--- src/rtl/pipe_pkg.sv ---
// Shared types and constants for pipeline stage registers.
package pipe_pkg;

  typedef enum logic [1:0] {
    EMPTY,
    ONE,
    TWO
  } pipe_state_t;

  localparam int unsigned OCC_W = 2;

  // Number of beats held in a given state.
  function automatic logic [OCC_W-1:0] state_occ(input pipe_state_t s);
    logic [OCC_W-1:0] occ;
    occ = '0;
    case (s)
      ONE:     occ = 2'd1;
      TWO:     occ = 2'd2;
      default: occ = 2'd0;
    endcase
    return occ;
  endfunction

endpackage

--- src/rtl/sat_counter.sv ---
// Saturating up-counter with synchronous clear; clear wins over increment.
module sat_counter #(
  parameter int unsigned W = 16
) (
  input  logic         clk,
  input  logic         rst,
  input  logic         inc,
  input  logic         clr,
  output logic [W-1:0] count
);

  logic [W-1:0] count_q;

  // Count up to all-ones and stick there until cleared.
  always_ff @(posedge clk or negedge rst) begin
    if (!rst) begin
      count_q <= '0;
    end else if (clr) begin
      count_q <= '0;
    end else if (inc && (count_q != {W{1'b1}})) begin
      count_q <= count_q + 1'b1;
    end
  end

  assign count = count_q;

endmodule

--- src/rtl/pipe_skid_reg.sv ---
// Stage register with valid/ready handshake, 2-entry skid buffer, stall,
// flush and a saturating stall-cycle counter.
module pipe_skid_reg
  import pipe_pkg::*;
#(
  parameter int unsigned        DATA_W    = 32,
  parameter int unsigned        CNT_W     = 16,
  parameter logic [DATA_W-1:0]  RESET_VAL = '0
) (
  input  logic              clk,
  input  logic              rst,
  input  logic              stall,
  input  logic              flush,
  input  logic              in_valid,
  output logic              in_ready,
  input  logic [DATA_W-1:0] in_data,
  output logic              out_valid,
  input  logic              out_ready,
  output logic [DATA_W-1:0] out_data,
  output logic [OCC_W-1:0]  occupancy,
  input  logic              stat_clr,
  output logic [CNT_W-1:0]  stall_cycles
);

  pipe_state_t       state_q, state_d;
  logic [DATA_W-1:0] main_q, main_d;
  logic [DATA_W-1:0] skid_q, skid_d;
  logic              in_fire, out_fire;
  logic              stall_inc;

  // Handshake outputs; the rst term keeps both low while reset is asserted.
  always_comb begin
    in_ready  = rst && !flush && !stall && (state_q != TWO);
    out_valid = rst && !flush && !stall && (state_q != EMPTY);
    in_fire   = in_valid && in_ready;
    out_fire  = out_valid && out_ready;
    out_data  = main_q;
    occupancy = state_occ(state_q);
    stall_inc = stall && !flush && (state_q != EMPTY);
  end

  // Next-state and data path; stall needs no branch since it blocks both fires.
  always_comb begin
    state_d = state_q;
    main_d  = main_q;
    skid_d  = skid_q;
    if (flush) begin
      state_d = EMPTY;
      main_d  = RESET_VAL;
      skid_d  = RESET_VAL;
    end else begin
      unique case (state_q)
        EMPTY: begin
          if (in_fire) begin
            main_d  = in_data;
            state_d = ONE;
          end
        end
        ONE: begin
          if (in_fire && out_fire) begin
            main_d = in_data;
          end else if (in_fire) begin
            skid_d  = in_data;
            state_d = TWO;
          end else if (out_fire) begin
            state_d = EMPTY;
          end
        end
        TWO: begin
          if (out_fire) begin
            main_d  = skid_q;
            state_d = ONE;
          end
        end
        default: state_d = EMPTY;
      endcase
    end
  end

  // State and payload registers.
  always_ff @(posedge clk or negedge rst) begin
    if (!rst) begin
      state_q <= EMPTY;
      main_q  <= RESET_VAL;
      skid_q  <= RESET_VAL;
    end else begin
      state_q <= state_d;
      main_q  <= main_d;
      skid_q  <= skid_d;
    end
  end

  sat_counter #(
    .W (CNT_W)
  ) u_stall_cnt (
    .clk   (clk),
    .rst   (rst),
    .inc   (stall_inc),
    .clr   (stat_clr),
    .count (stall_cycles)
  );

endmodule

--- config.mk ---
export PLATFORM = sky130hd
export DESIGN_NAME = pipe_skid_reg
export DESIGN_NICKNAME = d
export VERILOG_FILES = /design/src/rtl/pipe_pkg.sv /design/src/rtl/sat_counter.sv /design/src/rtl/pipe_skid_reg.sv
export SDC_FILE = /design/constraint.sdc
export NUM_CORES = 1
export LEC_CHECK = 0
export CAP_MARGIN = 10
export CORE_ASPECT_RATIO = 0.8
export CORE_MARGIN = 1
export CORE_UTILIZATION = 51
export CTS_CLUSTER_SIZE = 8
export DETAILED_ROUTE_END_ITERATION = 6
export GPL_ROUTABILITY_DRIVEN = 0
export PLACE_DENSITY = 0.77
export SKIP_CTS_REPAIR_TIMING = 1
export SLEW_MARGIN = 20
export SYNTH_ARGS = -nofsm -noshare
export SYNTH_HDL_FRONTEND = slang
export SYNTH_HIERARCHICAL = 1
export SYNTH_SLANG_ARGS = --single-unit
--- constraint.sdc ---
create_clock -name clk -period 2.4 [get_ports clk]
set_clock_uncertainty 0.05 [all_clocks]
set_input_delay 0.24 -clock clk [delete_from_list [all_inputs] [get_ports clk]]
set_output_delay 0.24 -clock clk [all_outputs]
set_load 0.02 [all_outputs]
-- Word-level counts from Yosys, hierarchy flattened
Cells that the tools add are included.
Widths: inputs -> output; s select.
- logic and storage cells: 54
- bits in registers: 82
- output and inout port bits: 52
- bits of input ports: 39
- multiplexer cells: 18
- add/sub/neg operators: 1
- equal/unequal tests: 10
- reduce and logical (&&, ||, !) cells: 21
- operators by type and width (kind ; number):
    $mux 32 ; 7
    $pmux 32 s3 ; 1
    $mux 16 ; 2
    $add 16x1->16 const B ; 1
    $ne 16x16->1 const B ; 1
    $mux 2 ; 6
    $ne 3x3->1 const B ; 4
    $logic_and 1x1->1 ; 10
    $reduce_and 4->1 ; 2
    $reduce_bool 2->1 ; 4
    $pmux 2 s3 ; 1
    $ne 2x2->1 const B ; 2
    $ne 4x4->1 const B ; 1
    $pmux 2 s2 ; 1
    $reduce_bool 4->1 ; 1
    $reduce_and 3->1 ; 1
    $eq 2x1->1 const B ; 1
    $eq 2x2->1 const B ; 1
    $logic_not 1->1 ; 2
    $logic_not 2->1 ; 1

-- Depth between registers and ports, before layout
Gate-level depths: netlist of the first run.
- depth in word-level cells: 10
- depth in mapped cells: 8

-- By module
The synthesis of the first run kept the hierarchy.
- by module, submodules not included (module ; cells an instance ; times used ; area an instance (um2)):
    pipe_skid_reg ; 310 ; 1 ; 3340.7
    sat_counter ; 98 ; 1 ; 942.2

-- Worst setup path after synthesis of the first run
Ideal clock, no wire load.
- kind: in2reg
- from: input flush
- to: register u_stall_cnt.count_q[3] (netlist: u_stall_cnt/count[3])
- data arrival time: 1.951 ns
- setup slack: 0.321 ns
- cell stages on the path: 7
- buffers on the path: 3
- data required time: 2.272 ns
- path through: buf_6 clkbuf_1 nor3b_1 inv_1 clkbuf_1 or4_2 a21oi_1
- word-level cells in the longest chain between the ends: 5
- ends and longest elaborated chain (element ; line ; source):
    start: declaration ; pipe_skid_reg.sv:13 ; input logic flush,
    $logic_not 1->1 ; pipe_skid_reg.sv:39 ; stall_inc = stall && !flush && (state_q != EMPTY);
    $logic_and 1x1->1 (2 in a row) ; pipe_skid_reg.sv:39 ;
    named net stall_inc ; pipe_skid_reg.sv:29 ; logic stall_inc;
    $logic_and 1x1->1 ; sat_counter.sv:20 ; end else if (inc && (count_q != {W{1'b1}})) begin
    $reduce_bool 2->1 (no source line) ; - ;
    end signal: assignment ; sat_counter.sv:21 ; count_q <= count_q + 1'b1;
    end: declaration ; sat_counter.sv:12 ; logic [W-1:0] count_q;
The timed path passes the listed nets, and every way through them passes these cells.
A chain may end at the register's enable or synchronous reset.

-- Worst setup path after layout of the first run
- from: register state_q[0]
- to: output in_ready
- word-level cells in the longest chain between the ends: 2
- ends and longest elaborated chain (element ; line ; source):
    start: declaration ; pipe_skid_reg.sv:25 ; pipe_state_t state_q, state_d;
    start signal: assignment ; pipe_skid_reg.sv:87 ; state_q <= state_d;
    $ne 2x2->1 ; pipe_skid_reg.sv:33 ; in_ready = rst && !flush && !stall && (state_q != TWO);
    $logic_and 1x1->1 ; pipe_skid_reg.sv:33 ;
    end: declaration ; pipe_skid_reg.sv:15 ; output logic in_ready,
No other way between the ends.

==> results of run 1 <==
## layout by cell type, fill, tap and decap left out, drive strengths merged, types with 2 or more instances in the layout
cell type       n
a211oi         33
a21oi          53
and2b           2
and3            2
and4            2
buf            19
bufinv          2
clkbuf         11
clkdlybuf4s50  88
dfrtp          82
inv             4
mux2            4
mux2i          32
nand2          71
nand2b          2
nand3           3
nand3b         25
nand4           7
nor2            7
nor2b           6
nor3            3
nor3b           2
nor4            5
o21ai           6
o31ai           7
or3             3
or4             7
## cells in the mapped netlist (2+ instances only)
| master | count |
|---|---|
| and3_1 | 2 |
| or3_1 | 2 |
| o31ai_1 | 7 |
| nand3_1 | 3 |
| nor4_1 | 4 |
| clkbuf_1 | 14 |
| a211oi_1 | 2 |
| nor2_1 | 7 |
| nor3_1 | 3 |
| nor2b_1 | 5 |
| nand4_1 | 6 |
| mux2i_1 | 32 |
| a211oi_2 | 31 |
| buf_6 | 6 |
| buf_4 | 7 |
| dfrtp_1 | 82 |
| nand3b_1 | 25 |
| nand2b_1 | 2 |
| inv_1 | 3 |
| nand2_1 | 71 |
| buf_2 | 6 |
| o21ai_0 | 2 |
| a21oi_1 | 47 |
| and4_2 | 2 |
| o21ai_1 | 3 |
| and2b_1 | 2 |
| a21oi_2 | 6 |
| mux2_1 | 4 |
| or4_1 | 5 |
| or4_2 | 2 |
## power groups by stage
stage	clock [mW]	sequential, mW	combinational (mW)
4_1_cts	1.15	1.43	0.380
6_report	1.12	1.43	0.379
3_5_place_dp	0	1.46	0.379
5_1_grt	1.21	1.43	0.407
2_1_floorplan	0	1.49	0.152
3_3_place_gp	0	1.46	0.374
## routing by layer
metal,share of wire (%),up-vias
met5,0,-
met4,0.36,0
met3,5.6,4
met2,48,117
met1,46,1721
li1,-,1637
## final cells by class
class                           instances  area, um2
Clock buffer                           11      141.4
Clock inverter                          5      85.08
Fill cell                             626       2537
Inverter                                3      11.26
Multi-Input combinational cell        288       2013
Sequential cell                        82       2052
Tap cell                              108      135.1
Timing Repair Buffer                  108       1044
## cells by family (layout without fill, tap and decap cells)
kind of cell | after synthesis | count (layout) | share of synthesized area, %
simple gates | 150 | 150 | 19.46
mux | 36 | 36 | 8.531
fa+ha+maj | 1 | 1 | 0.2921
buf+inv | 38 | 127 | 5.200
flops | 82 | 82 | 47.91
compound gates | 101 | 101 | 18.61
## stage by stage
stage | cell area [um2] | instances | total power, mW | utilization (%)
5_1_grt | 5482 | 605 | 3.052 | 68.36
4_1_cts | 5472 | 604 | 2.958 | 68.23
6_report | 5482 | 605 | 2.933 | 68.36
2_1_floorplan | 4283 | 408 | 1.640 | -
3_5_place_dp | 5245 | 588 | 1.835 | 65.41
3_3_place_gp | 5245 | 588 | 1.829 | 65.41
## worst min-delay path, stage by stage
cell	delay (ns)
buf_2	0.15
nor3b_4	0.07
nand2_1	0.06
a21oi_1	0.06
nor2_1	0.08
## registers in the layout (all words and copies together) (netlist names)
name,cells
out_data,32
skid_q,32
u_stall_cnt/count,16
state_q,2
## worst max-delay path by stage
stage,endpoint,slack [ns],depth (start not counted)
after CTS,in_ready,0.12,3
after floorplan,u_stall_cnt/count[3],0.32,7
after global routing,u_stall_cnt/count[9],0.06,6
after detailed placement,u_stall_cnt/count[7],0.13,6
final,in_ready,0.13,3
after global placement,u_stall_cnt/count[7],0.12,6
==> summary.txt, run 1 <==
Detailed routing
  • Vias per inst: 5.750
  • 1st-iter DRT viols: 213
  • # DRC: 0
  • WL final: 10,450 um
  • Vias: 3,479
  • Antenna Violating Nets Remaining: 0
  • DRT Pass-1 Iters: 4
  • Drt wl/cell: 17.28 um

Finish
  • Nets@finish: 532
  • Area grow syn2layout: 27.99%
  • ANT cells: 0
  • Fraction of layout cells with a size suffix above 1: 17.10%

Logic synthesis
  • Ys flop type: dfrtp_1
  • Mapped Cells: 408
  • Syn nets: 448
  • Mapped cell area: 4283 um2
  • Async set-or-reset flop fraction in the synthesized netlist: 100.0%
  • Syn. warnings: 6
  • Post-synthesis sequential area ratio: 47.91%
  • Unique cell type count in the Yosys netlist: 45
  • Synth top area share: 47.91%
  • Top cells by area, synth: dfrtp_1 (48%), a211oi_2 (9.1%), mux2i_1 (7.5%)
  • Post-synth EDFFs: 0
  • Mapped Avg Cell Area: 10.50 um2
  • Yosys reg bits: 82
  • Biggest area consumer among synthesized cells: dfrtp_1

Power
  • Clock share of power: 38.3%
  • Combinational group share of total power: 12.9%
  • Static Leak: 2.212 nW
  • Sequential share of power: 48.7%
  • P_sw: 730.5 uW
  • Switching Fraction: 24.91%
  • Max VDD drop: 0.3160 mV
  • PwrDens: 535.0 nW/um2
  • Internal Power: 2.202 mW

Timing
  • Final setup fails: 0
  • F_max: 439.7 MHz
  • Worst Max-Slew Pin Slew: 0.8204 ns
  • Worst Slack Setup Final: 0.1258 ns
  • Setup TNS: 0 ns
  • Final hold slack: 0.3143 ns
  • Final Max Slew Viols: 0
  • Period utilisation layout: 94.76%
  • RSZ-0062 raised after global routing: false
  • Final hold vios: 0
  • Slew margin rel.: 45.31%
  • Final min period: 2.274 ns

Worst setup path
  • CP startpoint: state_q[0]
  • Buffers & Inverters on Critical Path: 1
  • Slowest cell delay on critical path: 0.64 ns
  • Crit path max-delay family: buffers and inverters
  • CP startpoint kind: register
  • Slowest-stage cell, CP: clkdlybuf4s50_1
  • Crit. End Element: primary output
  • R2r endpoint: u_stall_cnt/count[9]
  • R2R setup slack: 0.16 ns
  • Reg2reg start: u_stall_cnt/count[0]
  • Reg2Reg Depth: 6
  • Cell Chain, Critical Path: and2b_2, nor3_1, clkdlybuf4s50_1
  • Crit path required time: 2.11 ns
  • Worst-path maximum fanout: 10
  • Arr. time, crit path: 1.98 ns
  • CP Class: register to primary output

Status
  • Status: completed

Global routing
  • Initial antenna violation count: 0
  • M2 GR Usage: 40.58%
  • Most Crowded Layer GR: met2
  • Largest net degree at the start of global routing: 67
  • Met1 usage: 35.30%
  • Vias in the first global route: 3,507
  • Global-route wire length before repair: 17,600 um
  • Total GRT Usage: 25.06%
  • Met3 Resource Use GR: 4.684%
  • GRT Residual Overflow: 0

Floorplanning
  • Initial Utilization: 53.41%
  • I/O pin count: 91
  • Site Rows: 29
  • Die width: 104.5 um
  • Die Ht: 83.97 um
  • Core area: 8019 um2
  • Die area: 8771 um2

Worst hold path
  • HP Class: input pin to register
  • Hold path cells: 5
  • HP Start: flush
  • Hold EP: state_q[1]

Clocking
  • Clock net sink count: 82
  • CTS tree: yes
  • Root buffer cell: clkbuf_8
  • Clk Latency, worst-skew pair: 0.35 ns
  • TritonCTS buffer count: 9
  • H-tree depth: 3
  • Reg clk slew, reported paths: 0.08 ns
  • Clock Path Buffers: 2

Flow run
  • Max-cap violations: 0

Placed design
  • Post-place setup slack: 0.1272 ns
  • DP Wirelength: 6686 um
  • Buffers on Ports: 90
Note: power is estimated with default switching activity, not from simulation.
==> inputs of run 2 (changes only) <==
--- a/config.mk
+++ b/config.mk
@@ -7,7 +7,7 @@
 export LEC_CHECK = 0
 export CAP_MARGIN = 10
 export CORE_ASPECT_RATIO = 0.8
-export CORE_MARGIN = 1
+export CORE_MARGIN = 8
 export CORE_UTILIZATION = 51
 export CTS_CLUSTER_SIZE = 8
 export DETAILED_ROUTE_END_ITERATION = 6
==> run 2 against run 1 <==
Final area up 0.68%. First-iteration DRC count shrank 14%. Cell count rose by 1.2%. Worst hold slack improved by 0.018 ns. Global-route usage down 5.6 points. Highest routed layer unchanged.
==> summary.txt, run 2 (synthesis results as in run 1) <==
Power
  • Static Leak: 2.238 nW (+1.2%)
  • Max VDD drop: 0.5067 mV (+60%)
  • PwrDens: 547.8 nW/um2 (+2.4%)

Finish
  • ANT cells: 0 (unchanged)
  • Leading cell type in the layout, fill and taps excluded: clkdlybuf4s50_1
  • Fillcell total: 685 (+9.4%)
  • Design area: 5519 um2 (+0.68%)
  • Fraction of layout cells with a size suffix above 1: 17.80% (+0.70 points)
  • Most frequent cells in the layout: clkdlybuf4s50_1 (88), dfrtp_1 (82), nand2_1 (71), a21oi_1 (47), mux2i_1 (32)
  • Nets@finish: 535 (+0.56%)
  • Area grow syn2layout: 28.86%

Clocking
  • H-tree depth: 3 (unchanged)
  • Clock net sink count: 82 (unchanged)
  • Reg clk slew, reported paths: 0.08 ns (about the same)
  • Clock Path Buffers: 2 (unchanged)
  • Root buffer cell: clkbuf_8
  • CTS tree: yes
  • Clk Latency, worst-skew pair: 0.34 ns (about the same)
  • TritonCTS buffer count: 9 (unchanged)

Placed design
  • Buffers on Ports: 90 (unchanged)
  • Post-place setup slack: 0.07860 ns (-0.04862 ns)
  • Area post-placement: 5260 um2 (+0.29%)
  • DP Wirelength: 7552 um (+13%)

Timing
  • F_max: 435.6 MHz (-0.94%)
  • Final min period: 2.296 ns (+0.02155 ns)
  • RSZ-0062 raised after global routing: false
  • Slew margin rel.: 44.13% (-1.2 points)
  • Worst Max-Slew Pin Slew: 0.8381 ns (+0.01772 ns)
  • Setup TNS: 0 ns (unchanged)
  • Final setup fails: 0 (unchanged)
  • Worst Slack Setup Final: 0.1043 ns (-0.02155 ns)
  • Period utilisation layout: 95.65% (+0.90 points)
  • Final hold vios: 0 (unchanged)
  • Final Max Slew Viols: 0 (unchanged)

Worst setup path
  • Slowest cell delay on critical path: 0.64 ns (about the same)
  • Worst-path maximum fanout: 12 (+2)
  • Crit. End Element: primary output
  • CP Class: register to primary output
  • CP startpoint kind: register
  • Arr. time, crit path: 2.01 ns (+0.03 ns)
  • R2R setup slack: 0.28 ns (+0.12 ns)
  • Crit path required time: 2.11 ns (about the same)
  • Buffers & Inverters on Critical Path: 1 (unchanged)
  • Crit path max-delay family: buffers and inverters
  • Slowest-stage cell, CP: clkdlybuf4s50_1
  • Cell Chain, Critical Path: and2b_2, nor3_1, clkdlybuf4s50_1

Detailed routing
  • Drt wl/cell: 17.93 um (+3.8%)
  • Vias per inst: 5.685 (-1.1%)
  • Antenna Violating Nets Remaining: 0 (unchanged)
  • # DRC: 0 (unchanged)
  • WL final: 10,970 um (+5.0%)
  • 1st-iter DRT viols: 184 (-14%)
  • Vias: 3,479 (unchanged)
  • DRT Pass-1 Iters: 4 (unchanged)

Global routing
  • Total GRT Usage: 19.48% (-5.6 points)
  • Initial antenna violation count: 0 (unchanged)
  • Largest net degree at the start of global routing: 67 (unchanged)
  • Vias in the first global route: 3,563 (+1.6%)
  • Global-route wire length before repair: 18,500 um (+5.1%)
  • GRT Residual Overflow: 0 (unchanged)

Flow run
  • Max-cap violations: 0 (unchanged)

Floorplanning
  • I/O pin count: 91 (unchanged)
  • Die area: 11,600 um2 (+32%)
  • Initial Utilization: 51.40% (-2.0 points)
  • Die width: 118.5 um (+13%)
  • Die Ht: 97.97 um (+17%)
  • Core area: 8333 um2 (+3.9%)
  • Site Rows: 30 (+3.4%)

Status
  • Status: completed

Worst hold path
  • HP Class: input pin to register
## run 2: changes by cell type in the layout (fill, tap and decap cells not counted)
cell and delta:
clkbuf_1 -1, buf_12 -1, clkinv_4 -1, clkinv_2 +1, buf_4 +4, bufinv_16 +1
## run 2: cell type report
type / count / area, um2 / area share [%]
flip-flops and latches: 82 / 2052 / 37.18
multi-input cells: 288 / 2013 / 36.48
repair buffers: 111 / 1054 / 19.09
well taps: 112 / 140.1 / 2.539
clock buffers: 10 / 137.6 / 2.494
clock inverters: 6 / 111.4 / 2.018
inverters: 3 / 11.26 / 0.2040
## run 2: metal layers
metal / vias to the layer above / GRT usage, % / share of wire [%]
met5: - / 0 / 0
met4: 0 / 4.850 / 1.1
met3: 12 / 5.017 / 5.3
met2: 100 / 32.01 / 48
met1: 1724 / 25.14 / 45
li1: 1643 / - / -
## run 2: worst register-to-register path: stages (launching register included)
cell     delay, ns
dfrtp_1       0.41
nor2_1        0.10
nor3b_1       0.27
inv_1         0.34
or4_2         0.73
a21oi_1       0.16
## run 2: through the flow
step	util, %	cells	power (mW)	hold WS [ns]
after floorplan	-	408	1.640	-0.1056
after global placement	63.12	595	1.834	0.2720
after detailed placement	63.12	595	1.840	0.2810
after CTS	66.11	611	3.055	-0.1048
after global routing	66.23	612	3.138	0.3478
final	66.23	612	3.023	0.3321
## run 2: worst paths after layout
| path | endpoint | cells past startpoint | startpoint |
|---|---|---|---|
| max in group asynchronous | skid_q[4] | 3 | rst |
| min in group asynchronous | skid_q[20] | 3 | rst |
| setup reg to reg | u_stall_cnt/count[3] | 5 | state_q[1] |
| hold reg to reg | skid_q[23] | 2 | skid_q[23] |
| hold / removal | state_q[0] | 5 | flush |
| setup / recovery | in_ready | 3 | state_q[1] |
## run 2: power by group
part	switching [mW]	internal, mW	leakage, nW
combinational	0.208	0.173	0.983
sequential	0.0193	1.41	1.13
clock	0.492	0.721	0.123
total	0.719	2.30	2.24
==> inputs of run 3 (changes only) <==
--- a/config.mk
+++ b/config.mk
@@ -9,7 +9,7 @@
 export CORE_ASPECT_RATIO = 0.8
 export CORE_MARGIN = 8
 export CORE_UTILIZATION = 51
-export CTS_CLUSTER_SIZE = 8
+export CTS_CLUSTER_SIZE = 30
 export DETAILED_ROUTE_END_ITERATION = 6
 export GPL_ROUTABILITY_DRIVEN = 0
 export PLACE_DENSITY = 0.77
==> results of run 3 <==
No change in the layout: final DEF, timing and power equal those of run 2.
